## config.mk

```make
export PLATFORM = sky130hd
export DESIGN_NAME = pipe_hazard_ctrl
export DESIGN_NICKNAME = d
export VERILOG_FILES = /design/src/rtl/pipe_hazard_pkg.sv /design/src/rtl/hazard_src_match.sv /design/src/rtl/pipe_hazard_ctrl.sv
export SDC_FILE = /design/constraint.sdc
export NUM_CORES = 1
export LEC_CHECK = 0
export ABC_AREA = 1
export CORE_ASPECT_RATIO = 0.6
export CORE_MARGIN = 1.5
export CORE_UTILIZATION = 45
export CTS_CLUSTER_SIZE = 16
export DETAILED_ROUTE_END_ITERATION = 7
export PLACE_DENSITY = 0.8
export RECOVER_POWER = 25
export SLEW_MARGIN = 5
export SYNTH_ARGS = -nofsm -noshare
export SYNTH_HDL_FRONTEND = slang
export SYNTH_SLANG_ARGS = --single-unit
```

## constraint.sdc

```tcl
create_clock -name clock -period 1.5 [get_ports clock]
set_clock_uncertainty 0.05 [all_clocks]
set_input_delay 0.15 -clock clock [delete_from_list [all_inputs] [get_ports clock]]
set_output_delay 0.15 -clock clock [all_outputs]
set_load 0.01 [all_outputs]
```

## src/rtl/pipe_hazard_pkg.sv

```systemverilog
// Shared types and helpers for the pipeline hazard/forwarding controller.
// Optional multiply/divide scoreboard is enabled with PIPE_HAZARD_MULTDIV_EN.
package pipe_hazard_pkg;

    // Entry fields are sized for the widest supported configuration; narrower
    // addresses and ready stages are zero-extended on entry.
    localparam int unsigned ENTRY_RD_W  = 8;
    localparam int unsigned ENTRY_RDY_W = 8;

    localparam int unsigned SEL_REGFILE = 0;

    typedef struct packed {
        logic                   valid;
        logic                   wr_en;
        logic [ENTRY_RD_W-1:0]  rd;
        logic [ENTRY_RDY_W-1:0] rdy;
    } entry_t;

    function automatic int unsigned sel_width(input int unsigned depth);
        return $clog2(depth + 1);
    endfunction

    function automatic int unsigned clamp_rdy(input int unsigned rdy, input int unsigned depth);
        if (rdy == 0) begin
            return 1;
        end
        if (rdy > depth) begin
            return depth;
        end
        return rdy;
    endfunction

endpackage

```

## src/rtl/hazard_src_match.sv

```systemverilog
// Youngest-writer search for one decode source: yields a forward stage or a hazard.
module hazard_src_match
    import pipe_hazard_pkg::*;
#(
    parameter int unsigned REG_ADDR_W = 5,
    parameter int unsigned DEPTH      = 3,
    parameter int unsigned SEL_W      = sel_width(DEPTH)
) (
    input  entry_t                entries [DEPTH],
    input  logic [REG_ADDR_W-1:0] src,
    input  logic                  used,
    output logic [SEL_W-1:0]      hit_sel,
    output logic                  hazard
);

    logic [ENTRY_RD_W-1:0] src_ext;
    logic                  found;

    assign src_ext = ENTRY_RD_W'(src);

    always_comb begin
        hit_sel = SEL_W'(SEL_REGFILE);
        hazard  = 1'b0;
        found   = 1'b0;
        if (used && (src != '0)) begin
            // Ascending scan: the first hit is the youngest writer and masks older ones.
            for (int unsigned k = 0; k < DEPTH; k++) begin
                if (!found && entries[k].valid && entries[k].wr_en &&
                    (entries[k].rd == src_ext)) begin
                    found = 1'b1;
                    if ((k + 1) >= clamp_rdy(32'(entries[k].rdy), DEPTH)) begin
                        hit_sel = SEL_W'(k + 1);
                    end else begin
                        hazard = 1'b1;
                    end
                end
            end
        end
    end

endmodule

```

## src/rtl/pipe_hazard_ctrl.sv

```systemverilog
// Hazard detection and forwarding control across DEPTH post-decode stages.
// Define PIPE_HAZARD_MULTDIV_EN to add the multi-cycle md busy tracker.
module pipe_hazard_ctrl
    import pipe_hazard_pkg::*;
#(
    parameter int unsigned REG_ADDR_W = 5,
    parameter int unsigned DEPTH      = 3,
    parameter int unsigned NUM_SRC    = 2,
    parameter int unsigned SEL_W      = sel_width(DEPTH)
) (
    input  logic                          clock,
    input  logic                          reset,
    input  logic                          dec_valid,
    input  logic [NUM_SRC*REG_ADDR_W-1:0] dec_src,
    input  logic [NUM_SRC-1:0]            dec_src_used,
    input  logic                          dec_wr_en,
    input  logic [REG_ADDR_W-1:0]         dec_rd,
    input  logic [SEL_W-1:0]              dec_rdy,
    input  logic                          flush,
`ifdef PIPE_HAZARD_MULTDIV_EN
    input  logic                          dec_is_md,
    input  logic                          md_done,
    output logic                          md_busy,
`endif
    output logic                          stall,
    output logic                          issue,
    output logic [NUM_SRC*SEL_W-1:0]      fwd_sel
);

    entry_t             pipe_q [DEPTH];
    entry_t             pipe_d [DEPTH];
    logic [SEL_W-1:0]   hit_sel [NUM_SRC];
    logic [NUM_SRC-1:0] src_hazard;
    logic               md_hazard;
    logic               entry_wr_en;

    for (genvar i = 0; i < NUM_SRC; i++) begin : g_src
        hazard_src_match #(
            .REG_ADDR_W (REG_ADDR_W),
            .DEPTH      (DEPTH),
            .SEL_W      (SEL_W)
        ) u_match (
            .entries (pipe_q),
            .src     (dec_src[i*REG_ADDR_W +: REG_ADDR_W]),
            .used    (dec_src_used[i]),
            .hit_sel (hit_sel[i]),
            .hazard  (src_hazard[i])
        );
    end

`ifdef PIPE_HAZARD_MULTDIV_EN
    logic                  md_busy_q;
    logic [REG_ADDR_W-1:0] md_rd_q;

    always_comb begin
        md_hazard = 1'b0;
        if (md_busy_q) begin
            if (dec_is_md || (dec_wr_en && (dec_rd == md_rd_q))) begin
                md_hazard = 1'b1;
            end
            for (int unsigned i = 0; i < NUM_SRC; i++) begin
                if (dec_src_used[i] && (dec_src[i*REG_ADDR_W +: REG_ADDR_W] != '0) &&
                    (dec_src[i*REG_ADDR_W +: REG_ADDR_W] == md_rd_q)) begin
                    md_hazard = 1'b1;
                end
            end
        end
    end

    // The md unit owns its result; it never appears as a writer in the shift pipe.
    assign entry_wr_en = dec_wr_en & ~dec_is_md;
    assign md_busy     = md_busy_q;

    always_ff @(posedge clock) begin
        if (reset) begin
            md_busy_q <= 1'b0;
            md_rd_q   <= '0;
        end else if (issue && dec_is_md) begin
            md_busy_q <= 1'b1;
            md_rd_q   <= dec_rd;
        end else if (md_done) begin
            md_busy_q <= 1'b0;
        end
    end
`else
    assign md_hazard   = 1'b0;
    assign entry_wr_en = dec_wr_en;
`endif

    assign stall = ~reset & dec_valid & ((|src_hazard) | md_hazard) & ~flush;
    assign issue = ~reset & dec_valid & ~stall & ~flush;

    always_comb begin
        fwd_sel = '0;
        if (!reset) begin
            for (int unsigned i = 0; i < NUM_SRC; i++) begin
                fwd_sel[i*SEL_W +: SEL_W] = hit_sel[i];
            end
        end
    end

    // Older instructions always drain; only the stage-1 slot sees bubbles.
    always_comb begin
        pipe_d[0] = '0;
        if (issue) begin
            pipe_d[0].valid = 1'b1;
            pipe_d[0].wr_en = entry_wr_en;
            pipe_d[0].rd    = ENTRY_RD_W'(dec_rd);
            pipe_d[0].rdy   = ENTRY_RDY_W'(dec_rdy);
        end
        for (int unsigned k = 1; k < DEPTH; k++) begin
            pipe_d[k] = pipe_q[k-1];
        end
    end

    always_ff @(posedge clock) begin
        if (reset) begin
            for (int unsigned k = 0; k < DEPTH; k++) begin
                pipe_q[k] <= '0;
            end
        end else begin
            for (int unsigned k = 0; k < DEPTH; k++) begin
                pipe_q[k] <= pipe_d[k];
            end
        end
    end

endmodule

```

Word level (Yosys, flattened, before mapping)
Cells that the tools add are included.
{"block": "classes", "n_mux": 104, "order_cmp": 9, "n_reduce_logical": 28, "bitwise": 9, "eq_ne": 6}
{"operator": "32-bit 2-to-1 mux", "count": 22}
{"operator": "2-bit by 32-bit greater-or-equal comparator with 1-bit output (first input constant)", "count": 4}
{"operator": "1-bit by 32-bit greater-or-equal comparator with 1-bit output (first input constant)", "count": 2}
{"operator": "1-bit 2-to-1 mux", "count": 63}
{"operator": "8-bit by 5-bit equality test with 1-bit output", "count": 6}
{"operator": "2-bit 2-to-1 mux", "count": 14}
{"operator": "8-bit by 2-bit greater-than comparator with 1-bit output (second input constant)", "count": 3}
{"operator": "8-bit zero test", "count": 3}
{"operator": "8-bit 2-to-1 mux", "count": 3}
{"operator": "18-bit 2-to-1 mux", "count": 1}
{"operator": "1-bit logical AND", "count": 17}
{"operator": "5-bit nonzero test", "count": 2}
{"operator": "1-bit bitwise AND", "count": 5}
{"operator": "1-bit zero test", "count": 4}
{"operator": "4-bit 2-to-1 mux", "count": 1}
{"operator": "1-bit NOT", "count": 4}
{"operator": "2-bit OR reduction", "count": 2}
{"block": "totals", "ff_bits": 54, "output_inout_bits": 6, "inputBits": 24, "elab_cells": 170}

Longest topological paths before layout
Gate-level depths: netlist (run 1).
{"block": "depth", "ltp_word": 35, "mapped_depth": 10, "mapped_depth_nobuf": 10}

Modules after synthesis
Synthesis (run 1) repeated with hierarchy kept, for this count alone.
{"block": "unflattened", "cells_unflattened": 305, "hier_area_um2": 1741.7}
{"module": "pipe_hazard_ctrl", "cells_each": 97, "seq_area_each_um2": 540.5, "instances": 1, "area_each_um2": 822.0}
{"module": "hazard_src_match at g_src[1].u_match", "cells_each": 105, "seq_area_each_um2": 0.0, "instances": 1, "area_each_um2": 475.5}
{"module": "hazard_src_match at g_src[0].u_match", "cells_each": 103, "seq_area_each_um2": 0.0, "instances": 1, "area_each_um2": 444.2}

Least setup slack after synthesis (run 1)
OpenSTA, ideal clock, no wires.
{"block": "synth_path", "path_kind": "reg-to-output", "start": "register pipe_q (netlist bit pipe_d[29])", "end": "output port issue", "stages_incl_launch_ff": 11, "slack_ns": 0.159, "required_ns": 1.300, "path_buffers": 0, "arrival_ns": 1.141, "path_cell_list": "dfxtp_1 > inv_1 > nand2_1 > nand2_1 > nor2_2 > nand3_2 > nor2_1 > nor2_1 > nand2_2 > nand3_4 > inv_1"}
{"block": "synth_between", "elab_chain_len": 22, "elab_cells_between_ends": 46, "classes_between": "eq/ne (2); mux (20); bitwise (5); reduce/logical (19)"}
{"element": "from (decl)", "line": "pipe_hazard_ctrl.sv:30", "rtl": "entry_t pipe_q [DEPTH];"}
{"element": "from (signal, indexed assignment)", "line": "pipe_hazard_ctrl.sv:123", "rtl": "pipe_q[k] <= pipe_d[k];"}
{"element": "8-bit by 5-bit equality test with 1-bit output", "line": "hazard_src_match.sv:29", "rtl": "(entries[k].rd == src_ext)) begin"}
{"element": "1-bit logical AND", "line": "hazard_src_match.sv:28", "rtl": "if (!found && entries[k].valid && entries[k].wr_en &&"}
{"element": "1-bit 2-to-1 mux", "line": "hazard_src_match.sv:28"}
{"element": "1-bit 2-to-1 mux", "line": "hazard_src_match.sv:25", "rtl": "if (used && (src != '0)) begin"}
{"element": "1-bit zero test", "line": "hazard_src_match.sv:28"}
{"element": "1-bit logical AND (3 in a row)", "line": "hazard_src_match.sv:28"}
{"element": "1-bit 2-to-1 mux", "line": "hazard_src_match.sv:28"}
{"element": "1-bit 2-to-1 mux", "line": "hazard_src_match.sv:25"}
{"element": "1-bit zero test", "line": "hazard_src_match.sv:28"}
{"element": "1-bit logical AND (3 in a row)", "line": "hazard_src_match.sv:28"}
{"element": "1-bit 2-to-1 mux", "line": "hazard_src_match.sv:28"}
{"element": "1-bit 2-to-1 mux", "line": "hazard_src_match.sv:25"}
{"element": "2-bit OR reduction *", "line": "pipe_hazard_ctrl.sv:90", "rtl": "assign stall = ~reset & dec_valid & ((|src_hazard) | md_hazard) & ~flush;"}
{"element": "1-bit bitwise AND * (2 in a row)", "line": "pipe_hazard_ctrl.sv:90"}
{"element": "1-bit NOT *", "line": "pipe_hazard_ctrl.sv:91", "rtl": "assign issue = ~reset & dec_valid & ~stall & ~flush;"}
{"element": "1-bit bitwise AND * (2 in a row)", "line": "pipe_hazard_ctrl.sv:91"}
{"element": "to (decl)", "line": "pipe_hazard_ctrl.sv:26", "rtl": "output logic issue,"}
Every way passes the cells marked *; elsewhere a longest branch is shown, timed or not. The select of a mux whose other input is x is not followed.

Final worst setup path (run 1)
{"block": "layout_path", "start": "register pipe_q (netlist bit pipe_d[27])", "end": "output port issue"}
The elaborated chain is that of the path after synthesis.

==> metrics.md, run 1 <==
| Metric | Value |
|---|---|
| Clock tree root buffer cell | clkbuf_8 |
| Hold Path Depth | 3 |
| Most common cell after layout, fill and taps aside | nand2_1 |
| 1st-iter DRT viols | 141 |
| Via count | 1581 |
| Final WL | 4320 um |
| Worst r2r path cells | 12 |
| Mapped Avg Cell Area | 6.24 um^2 |
| Combinational share of power | 18.3% |
| Final core utilization | 74.9% |
| Clock Power Share | 32.0% |
| Die span in x | 73.4 um |
| Failing checks | setup timing |
| Core Area | 2850 um^2 |
| Largest net degree at the start of global routing | 17 |
| Worst EP required | 1.30 ns |
| Switch Pwr | 385 uW |
| Total Die Area | 3320 um^2 |
| Worst Path Arrival | 1.67 ns |
| Crit path max fanout | 3 |
| CP top delay family | simple AND/OR/NAND/NOR gates |
| Placement Rows | 15 |
| Setup WS post-layout | -0.371 ns |
| Synth Instances | 214 |
| Layout cell share with drive strength beyond 1 | 44.8% |
| Routed len/inst | 13.5 um |
| Unrepaired setup endpoints after global routing | true |
| Max Cap Violations | 0 |
| Status | finished with violations |
| Clk pin slew, worst setup/hold paths | 0.09 ns |
| Synth-to-layout area growth | 59.8% |
| Routed Antenna Nets | 0 |
| CTS Sinks | 25 |
| Die height | 45.2 um |
| Cells along the critical path | inv_2 > nand2_2 > nand2_2 > nor2_2 > nand3_4 > nor2_4 > nor2_2 > nand2_4 > nand3_4 > inv_2 > buf_6 |
| Cell internal pwr | 988 uW |
| Power per Cell Area | 643 nW/um^2 |
| Worst-Skew Late Latency | 0.28 ns |
| # setup viols final | 15 |
| Synthesis-stage register bit count | 25 |
| CP Capture Type | output port |
| Post-synth cell types | 22 |
| Hold_buf cts | 0 |
| Vias in the first global route | 1292 |
| H-tree Lvls | 1 |
| Global-route wire length before repair | 6010 um |
| Pre-CTS WS | -0.812 ns |
| Hold Slack | 0.325 ns |
| Initial DRT Pass Iterations | 5 |
| Sequential element share of the synthesized area | 37.5% |
| Post-synth net total | 238 |
| Diode count | 0 |
| Commonest non-fill, non-tap cells in the layout | nand2_1 (42), nor2_1 (30), buf_4 (26) |
| Peak supply drop | 0.497 mV |
| Residual DRC | 0 |
| GRT Overall Usage | 25.0% |
| Fin crit share | 125% |
| Starting Density | 46.8% |
| Post-DP HPWL | 2810 um |
| Clk buf depth | 2 |
| Initial antenna violation count | 0 |
| Leakage | 0.00100 uW |
| CTS Buf Count | 3 |
| Port bufs | 29 |
| Nets | 302 |
| Worst hold path class | in -> reg |
| Design Area, Final | 2140 um^2 |
| GRT Residual Overflow | 0 |
| Max Clk Rate | 534 MHz |
| Measured slew at the worst slew-check pin | 0.446 ns |
| Max_slew headroom | 69.9% |
| Final Hold Viols | 0 |
| Crit path launch type | flip-flop |
| Buf/Inv on CP | 3 |
| Crit path largest cell delay | 0.38 ns |
| Sequential Power Share | 49.8% |
| Post-DP Area | 1830 um^2 |
| Sw Ratio | 28.1% |
| # IOs | 30 |
| Slowest-stage cell, CP | dfxtp_4 |
| Fin crit period | 1.87 ns |
| TritonCTS clock tree | done |
| Warnings from Yosys | 0 |
| Avg Vias per Cell | 4.96 |
| Mapped Area | 1340 um^2 |
| WP depth | 11 |
| RD Place Congestion | 1.01 |
| Setup CP Type | reg -> out |
| Max-slew violations | 0 |
## metal layers
| metal | up-vias | track usage (%) | routed length, um |
|---|---|---|---|
| met5 | - | 0 | 0 |
| met4 | 0 | 3.70 | 83 |
| met3 | 18 | 7.81 | 425 |
| met2 | 105 | 37.6 | 1970 |
| met1 | 691 | 36.0 | 1840 |
| li1 | 767 | - | - |
## area by class of cell
class	count	area, um^2
multi-input cells	143	828
fillers	223	717
flip-flops and latches	25	528
repair buffers	61	509
inverters	44	168
well taps	42	52.6
clock buffers	3	41.3
clock inverters	1	8.76
## sequential cells by signal, indices dropped and copies added, names as in the netlist
name	flops
pipe_q	7
pipe_d	18
## final timing paths
check | slack, ns | end | from
setup / recovery | -0.37 | issue | pipe_d[27]
hold / removal | 0.33 | pipe_d[27] | dec_rd[1]
setup reg to reg | -0.22 | pipe_d[30] | pipe_d[27]
hold reg to reg | 0.36 | pipe_d[0] | pipe_d[18]
## worst min-delay path: cells and delay by family
kind | cells | cell delay [ns]
buffers and inverters | 2 | 0.44
and+or+nand+nor | 1 | 0.03
## through the flow
step / cells / TNS (ns) / total power, uW
after floorplan: 214 / 0 / 785
after global placement: 304 / -7.80 / 907
after detailed placement: 304 / -7.93 / 908
after CTS: 316 / -2.41 / 1350
after global routing: 319 / -4.47 / 1430
final: 319 / -3.41 / 1370
## repair_timing
item	4_1_cts	5_1_grt
pin swaps	24	26
buffers inserted	7	4
cloned	1	0
resized for setup	95	38
setup endpoints to repair	15	15
## power by group through the flow
stage	sequential, uW	combinational (uW)	clock [uW]
after floorplan	698	86.9	0
after global placement	700	207	0
after detailed placement	700	208	0
after CTS	686	223	437
after global routing	686	270	473
final	684	251	439
## cells in the mapped netlist
cell type / number / area share (%)
o21ai_0: 8 / 3.0
nand4_1: 5 / 2.3
nand2_2: 2 / 0.94
o2111ai_1: 2 / 1.3
and3_1: 1 / 0.47
clkbuf_1: 2 / 0.56
nand2_1: 55 / 15
a21boi_0: 2 / 1.1
nand3b_1: 1 / 0.56
inv_2: 4 / 1.1
nand3_4: 1 / 1.3
xor2_1: 2 / 1.3
nand3_2: 2 / 1.5
inv_1: 40 / 11
xnor2_1: 4 / 2.6
a21oi_1: 6 / 2.2
nor2_1: 47 / 13
dfxtp_1: 25 / 37
o22ai_1: 1 / 0.47
nor2_2: 2 / 0.94
nand3_1: 1 / 0.37
or2_2: 1 / 0.47
## cell families (layout without fill, tap and decap cells)
group                  Yosys count  in the layout  share of synthesized area (%)
AND/OR/NAND/NOR                118            118                           37.5
AO/OA/AOI/OAI                   19             19                           8.15
flip-flops                      25             25                           37.5
buffers and inverters           46            109                           12.9
XOR/XNOR                         6              6                           3.93
Note: power is estimated with default switching activity, not from simulation.
==> inputs of run 2 (changes only) <==
--- a/config.mk
+++ b/config.mk
@@ -11,7 +11,8 @@
 export CORE_UTILIZATION = 45
 export CTS_CLUSTER_SIZE = 16
 export DETAILED_ROUTE_END_ITERATION = 7
-export PLACE_DENSITY = 0.8
+export DONT_BUFFER_PORTS = 1
+export PLACE_DENSITY = 0.67
 export RECOVER_POWER = 25
 export SLEW_MARGIN = 5
 export SYNTH_ARGS = -nofsm -noshare
==> metrics.md, run 2 (same netlist as run 1, synthesis figures left out) <==
| Metric | Value |
|---|---|
| Worst Path Arrival | 1.57 ns (-0.10 ns) |
| Register area | 519 um^2 (-1.7%) |
| Hold Path Depth | 5 (+2) |
| Unrepaired setup endpoints after global routing | true |
| Die span in x | 73.4 um (unchanged) |
| Sw Ratio | 25.8% (-2.3 points) |
| Largest register FFs | 18 (unchanged) |
| Port bufs | 0 (-100%) |
| CTS Buf Count | 3 (unchanged) |
| CTS Sinks | 25 (unchanged) |
| Cell internal pwr | 936 uW (-5.3%) |
| Leakage | 0.000797 uW (-20%) |
| Final core utilization | 61.4% (-13 points) |
| Nets | 263 (-13%) |
| Commonest non-fill, non-tap cells in the layout | nand2_1 (47), nor2_1 (31), inv_1 (29) |
| Core Area | 2850 um^2 (unchanged) |
| H-tree Lvls | 1 (unchanged) |
| Sequential Power Share | 54.5% (+4.7 points) |
| Crit path launch type | flip-flop |
| Worst r2r path cells | 12 (unchanged) |
| Largest net degree at the start of global routing | 17 (unchanged) |
| TritonCTS clock tree | done |
| Crit path max fanout | 4 (+1) |
| Max-slew violations | 0 (unchanged) |
| Peak supply drop | 0.431 mV (-13%) |
| CP Capture Type | output port |
| Post-DP HPWL | 2590 um (-7.5%) |
| Max_slew headroom | 56.5% (-13 points) |
| RD Place Congestion | 0.907 (-10%) |
| Status | finished with violations |
| Residual DRC | 0 (unchanged) |
| Setup WS post-layout | -0.270 ns (+0.102 ns) |
| Fin crit period | 1.77 ns (-0.102 ns) |
| Avg Vias per Cell | 4.76 (-4.0%) |
| GRT Overall Usage | 23.0% (-2.0 points) |
| Post-DP Area | 1460 um^2 (-20%) |
| Clock tree root buffer cell | clkbuf_8 |
| Area of the multi-input gates | 763 um^2 (-7.9%) |
| Diode count | 0 (unchanged) |
| GRT Residual Overflow | 0 (unchanged) |
| Final Hold Viols | 0 (unchanged) |
| Vias in the first global route | 1165 (-9.8%) |
| Final WL | 3570 um (-17%) |
| Clock Power Share | 33.2% (+1.2 points) |
| Layout cell share with drive strength beyond 1 | 34.9% (-9.9 points) |
| Setup CP Type | reg -> out |
| Initial DRT Pass Iterations | 4 (-1) |
| Routed Antenna Nets | 0 (unchanged) |
| Max Clk Rate | 565 MHz (+5.7%) |
| # setup viols final | 7 (-8) |
| Combinational share of power | 12.3% (-6.0 points) |
| Power per Cell Area | 720 nW/um^2 (+12%) |
| Failing checks | setup timing |
| Initial antenna violation count | 0 (unchanged) |
| Global-route wire length before repair | 5510 um (-8.4%) |
| Design Area, Final | 1750 um^2 (-18%) |
| Via count | 1332 (-16%) |
| Fin crit share | 118% (-6.8 points) |
| Fill cells | 275 (+23%) |
| # IOs | 30 (unchanged) |
| Placement Rows | 15 (unchanged) |
| Worst hold path class | in -> reg |
| Max Cap Violations | 0 (unchanged) |
| Worst-Skew Late Latency | 0.28 ns (about the same) |
| Total Die Area | 3320 um^2 (unchanged) |
| Worst EP required | 1.30 ns (about the same) |
| Routed len/inst | 12.8 um (-5.7%) |
| Clk pin slew, worst setup/hold paths | 0.09 ns (about the same) |
| Clk buf depth | 2 (unchanged) |
| Starting Density | 46.8% (unchanged) |
| Measured slew at the worst slew-check pin | 0.650 ns (+0.204 ns) |
| Most common cell after layout, fill and taps aside | nand2_1 |
| Die height | 45.2 um (unchanged) |
| Synth-to-layout area growth | 31.1% |
| Switch Pwr | 325 uW (-16%) |
| 1st-iter DRT viols | 147 (+4.3%) |
[run 2: cell count changes in the layout (fill, tap and decap cells not counted), moves of 4 or more]
cell             delta
buf_2               -5
buf_4              -17
clkdlybuf4s50_1    -12
dlygate4sd2_1      -10
dlygate4sd3_1       +8
inv_1               +4
nand2_1             +5
nand2_2             -4
[run 2: per-layer routing]
| metal | GRT usage [%] | share of wire [%] | up-vias |
|---|---|---|---|
| li1 | - | - | 686 |
| met1 | 35.1 | 49 | 577 |
| met2 | 32.2 | 39 | 66 |
| met3 | 6.70 | 12 | 3 |
| met4 | 3.33 | 0.42 | 0 |
| met5 | 0 | 0 | - |
[run 2: power groups by stage]
| stage | registers (uW) | clock network [uW] | logic, uW |
|---|---|---|---|
| floorplan | 698 | 0 | 86.9 |
| global placement | 699 | 0 | 103 |
| detailed placement | 700 | 0 | 103 |
| CTS | 687 | 431 | 139 |
| global route | 689 | 459 | 171 |
| finish | 687 | 419 | 155 |
[run 2: path summary, 6_finish.rpt]
kind / from / endpoint / slack (ns)
max reg2reg: pipe_d[29] / pipe_d[35] / -0.05
min reg2reg: pipe_d[17] / pipe_q[17] / 0.37
max: pipe_d[10] / stall / -0.27
min: dec_valid / pipe_d[30] / 0.34
[run 2: cell type report]
cell class	instances	share of cell area [%]
clock buffer	3	2.36
tap	42	3.00
sequential	25	29.6
inverter	44	9.43
timing repair buffer	22	11.6
clock inverter	1	0.429
multi-input combinational	143	43.6
[run 2: timing repair]
item / CTS / global route
pin swaps: 22 / 19
gates resized for setup: 43 / 30
endpoints found under the hold margin: 24 / 0
cloned: 1 / 0
hold buffers: 9 / 0
buffers inserted: 2 / 1
setup endpoints to repair: 7 / 15
[run 2: metrics by stage]
step	setup WS, ns	setup TNS [ns]	cells	hold slack (ns)	power [uW]
3_5_place_dp	-0.0153	-0.0262	264	0.175	803
3_3_place_gp	-0.122	-0.127	264	0.176	802
6_report	-0.270	-1.18	280	0.338	1260
2_1_floorplan	0.159	0	214	0.212	785
4_1_cts	-0.247	-1.01	280	0.313	1260
5_1_grt	-0.363	-2.67	280	0.342	1320
[run 2: critical path, stage by stage (launching register included)]
cell     delay [ns]
dfxtp_2        0.36
inv_2          0.06
nand2_1        0.05
o21ai_1        0.05
nor2_1         0.14
nand4_1        0.14
nand2_2        0.13
nand2_2        0.09
a21oi_2        0.14
buf_4          0.13
==> inputs of run 3 (changes only) <==
--- a/config.mk
+++ b/config.mk
@@ -8,11 +8,11 @@
 export ABC_AREA = 1
 export CORE_ASPECT_RATIO = 0.6
 export CORE_MARGIN = 1.5
-export CORE_UTILIZATION = 45
+export CORE_UTILIZATION = 40
 export CTS_CLUSTER_SIZE = 16
 export DETAILED_ROUTE_END_ITERATION = 7
 export DONT_BUFFER_PORTS = 1
-export PLACE_DENSITY = 0.67
+export PLACE_DENSITY = 0.61
 export RECOVER_POWER = 25
 export SLEW_MARGIN = 5
 export SYNTH_ARGS = -nofsm -noshare
==> metrics.md, run 3 (same netlist as run 1, synthesis figures left out) <==
| Metric | Value |
|---|---|
| Status | finished with violations |
| Failing checks | setup timing |
| Die span in x | 77.6 um (+5.8%) |
| # setup viols final | 15 (+8) |
| Final WL | 3510 um (-1.9%) |
| Layout cell share with drive strength beyond 1 | 31.5% (-3.4 points) |
| Met2 wire length | 1370 um (-2.5%) |
| Worst-Skew Late Latency | 0.27 ns (about the same) |
| Residual DRC | 0 (unchanged) |
| Clock tree root buffer cell | clkbuf_8 |
| Worst Path Arrival | 1.56 ns (about the same) |
| RD Place Congestion | 0.836 (-7.9%) |
| CTS Sinks | 25 (unchanged) |
| Port bufs | 0 (unchanged) |
| Final core utilization | 55.5% (-5.9 points) |
| Leakage | 0.000813 uW (+1.9%) |
| Via count | 1320 (-0.90%) |
| Routed Antenna Nets | 0 (unchanged) |
| Max Clk Rate | 569 MHz (+0.74%) |
| CTS Buf Count | 3 (unchanged) |
| Largest register FFs | 18 (unchanged) |
| Worst hold path class | reg -> reg |
| Setup CP Type | reg -> out |
| # IOs | 30 (unchanged) |
| Post-DP HPWL | 2630 um (+1.5%) |
| Fin crit period | 1.76 ns (-0.0129 ns) |
| Placement Rows | 16 (+1) |
| Power per Cell Area | 704 nW/um^2 (-2.3%) |
| Initial antenna violation count | 0 (unchanged) |
| Commonest non-fill, non-tap cells in the layout | nand2_1 (51), inv_1 (33), nor2_1 (29) |
| Routed len/inst | 12.4 um (-2.9%) |
| Die height | 47.8 um (+5.7%) |
| Total Die Area | 3710 um^2 (+12%) |
| Worst EP required | 1.30 ns (about the same) |
| CP Capture Type | output port |
| Flop2flop setup slack | -0.13 ns (-0.08 ns) |
| Routed wl met3 | 284 um (-32%) |
| Fin crit share | 117% (-0.86 points) |
| Setup TNS | -1.80 ns (-0.626 ns) |
| Peak supply drop | 0.615 mV (+43%) |
| Core Area | 3220 um^2 (+13%) |
| Global-route wire length before repair | 5180 um (-5.9%) |
| Avg Vias per Cell | 4.66 (-2.0%) |
| H-tree Lvls | 1 (unchanged) |
| Largest net degree at the start of global routing | 17 (unchanged) |
| DRT met1 WL | 1850 um (+6.8%) |
| Crit path launch type | flip-flop |
| Clk buf depth | 2 (unchanged) |
| Max Cap Violations | 0 (unchanged) |
| Hold Slack | 0.361 ns (+0.0227 ns) |
| Pwr Total | 1260 uW (-0.16%) |
| Top Layer Used | met3 |
| Setup WS post-layout | -0.257 ns (+0.0129 ns) |
| TritonCTS clock tree | done |
| GRT Residual Overflow | 0 (unchanged) |
| Vias in the first global route | 1051 (-9.8%) |
| Final Hold Viols | 0 (unchanged) |
| Most common cell after layout, fill and taps aside | nand2_1 |
| Max-slew violations | 0 (unchanged) |
| Crit path max fanout | 3 (-1) |
| Starting Density | 41.5% (-5.4 points) |
| Clk pin slew, worst setup/hold paths | 0.09 ns (about the same) |
| Diode count | 0 (unchanged) |
| Unrepaired setup endpoints after global routing | true |
| Max_slew headroom | 57.2% (+0.70 points) |
| Initial DRT Pass Iterations | 4 (unchanged) |
| Synth-to-layout area growth | 33.9% |
| 1st-iter DRT viols | 145 (-1.4%) |
| Nets | 263 (unchanged) |
| Pre-CTS WS | -0.0322 ns (-0.0168 ns) |
| GRT Overall Usage | 19.2% (-3.8 points) |
| Measured slew at the worst slew-check pin | 0.640 ns (-0.0104 ns) |
-- run 3: changes by cell type in the layout (fill, tap and decap cells not counted), sizes merged --
| cell | previous run | this run |
|---|---|---|
| clkbuf | 3 | 4 |
| clkinv | 0 | 1 |
| clkinvlp | 1 | 0 |
| buf | 13 | 12 |
-- run 3: layer usage --
layer | vias up | GRT usage (%)
met5 | - | 0
met4 | 0 | 2.18
met3 | 0 | 5.52
met2 | 50 | 24.3
met1 | 580 | 31.1
li1 | 690 | -
-- run 3: worst paths after layout --
path,start,to,depth (start not counted)
worst max-delay path,pipe_d[27],stall,10
worst min-delay path,pipe_d[18],pipe_d[0],2
worst min register to register,pipe_d[18],pipe_d[0],2
worst max register to register,pipe_d[27],pipe_d[27],12
-- run 3: report_power, final --
| part | leakage [uW] | total, uW | internal, uW | switching, uW |
|---|---|---|---|---|
| logic | 0.000579 | 161 | 72.8 | 88.0 |
| clock network | 0.0000255 | 412 | 186 | 226 |
| registers | 0.000209 | 686 | 678 | 8.49 |
| total | 0.000813 | 1260 | 937 | 323 |
-- run 3: worst max-delay path, stage by stage, from the launching register on --
cell and delay, ns:
dfxtp_2 0.35, inv_1 0.06, nand2_1 0.07, nand2_1 0.06, nor2_2 0.09, nand3_2 0.13
nor2_2 0.15, nor2_1 0.06, nand2_2 0.10, a21oi_2 0.06, buf_4 0.15
-- run 3: layout make-up --
class / count / area [um^2]
flip-flops and latches: 25 / 517
inverters: 44 / 165
repair buffers: 22 / 224
multi-input cells: 143 / 781
clock buffers: 3 / 41.3
well taps: 45 / 56.3
fillers: 328 / 1430
clock inverters: 1 / 5.00
-- run 3: timing repair --
| item | 4_1_cts | 5_1_grt |
|---|---|---|
| endpoints found under the hold margin | 24 | 0 |
| setup buffers | 1 | 2 |
| pin swaps | 12 | 13 |
| endpoints found under the setup margin | 7 | 15 |
| cloned | 0 | 1 |
| gates resized for setup | 29 | 37 |
| hold buffers | 9 | 0 |
-- run 3: through the flow --
| step | cells | instance area [um^2] |
|---|---|---|
| 4_1_cts | 280 | 1650 |
| 3_5_place_dp | 266 | 1450 |
| 2_1_floorplan | 214 | 1340 |
| 6_report | 283 | 1790 |
| 5_1_grt | 283 | 1790 |
| 3_3_place_gp | 266 | 1450 |
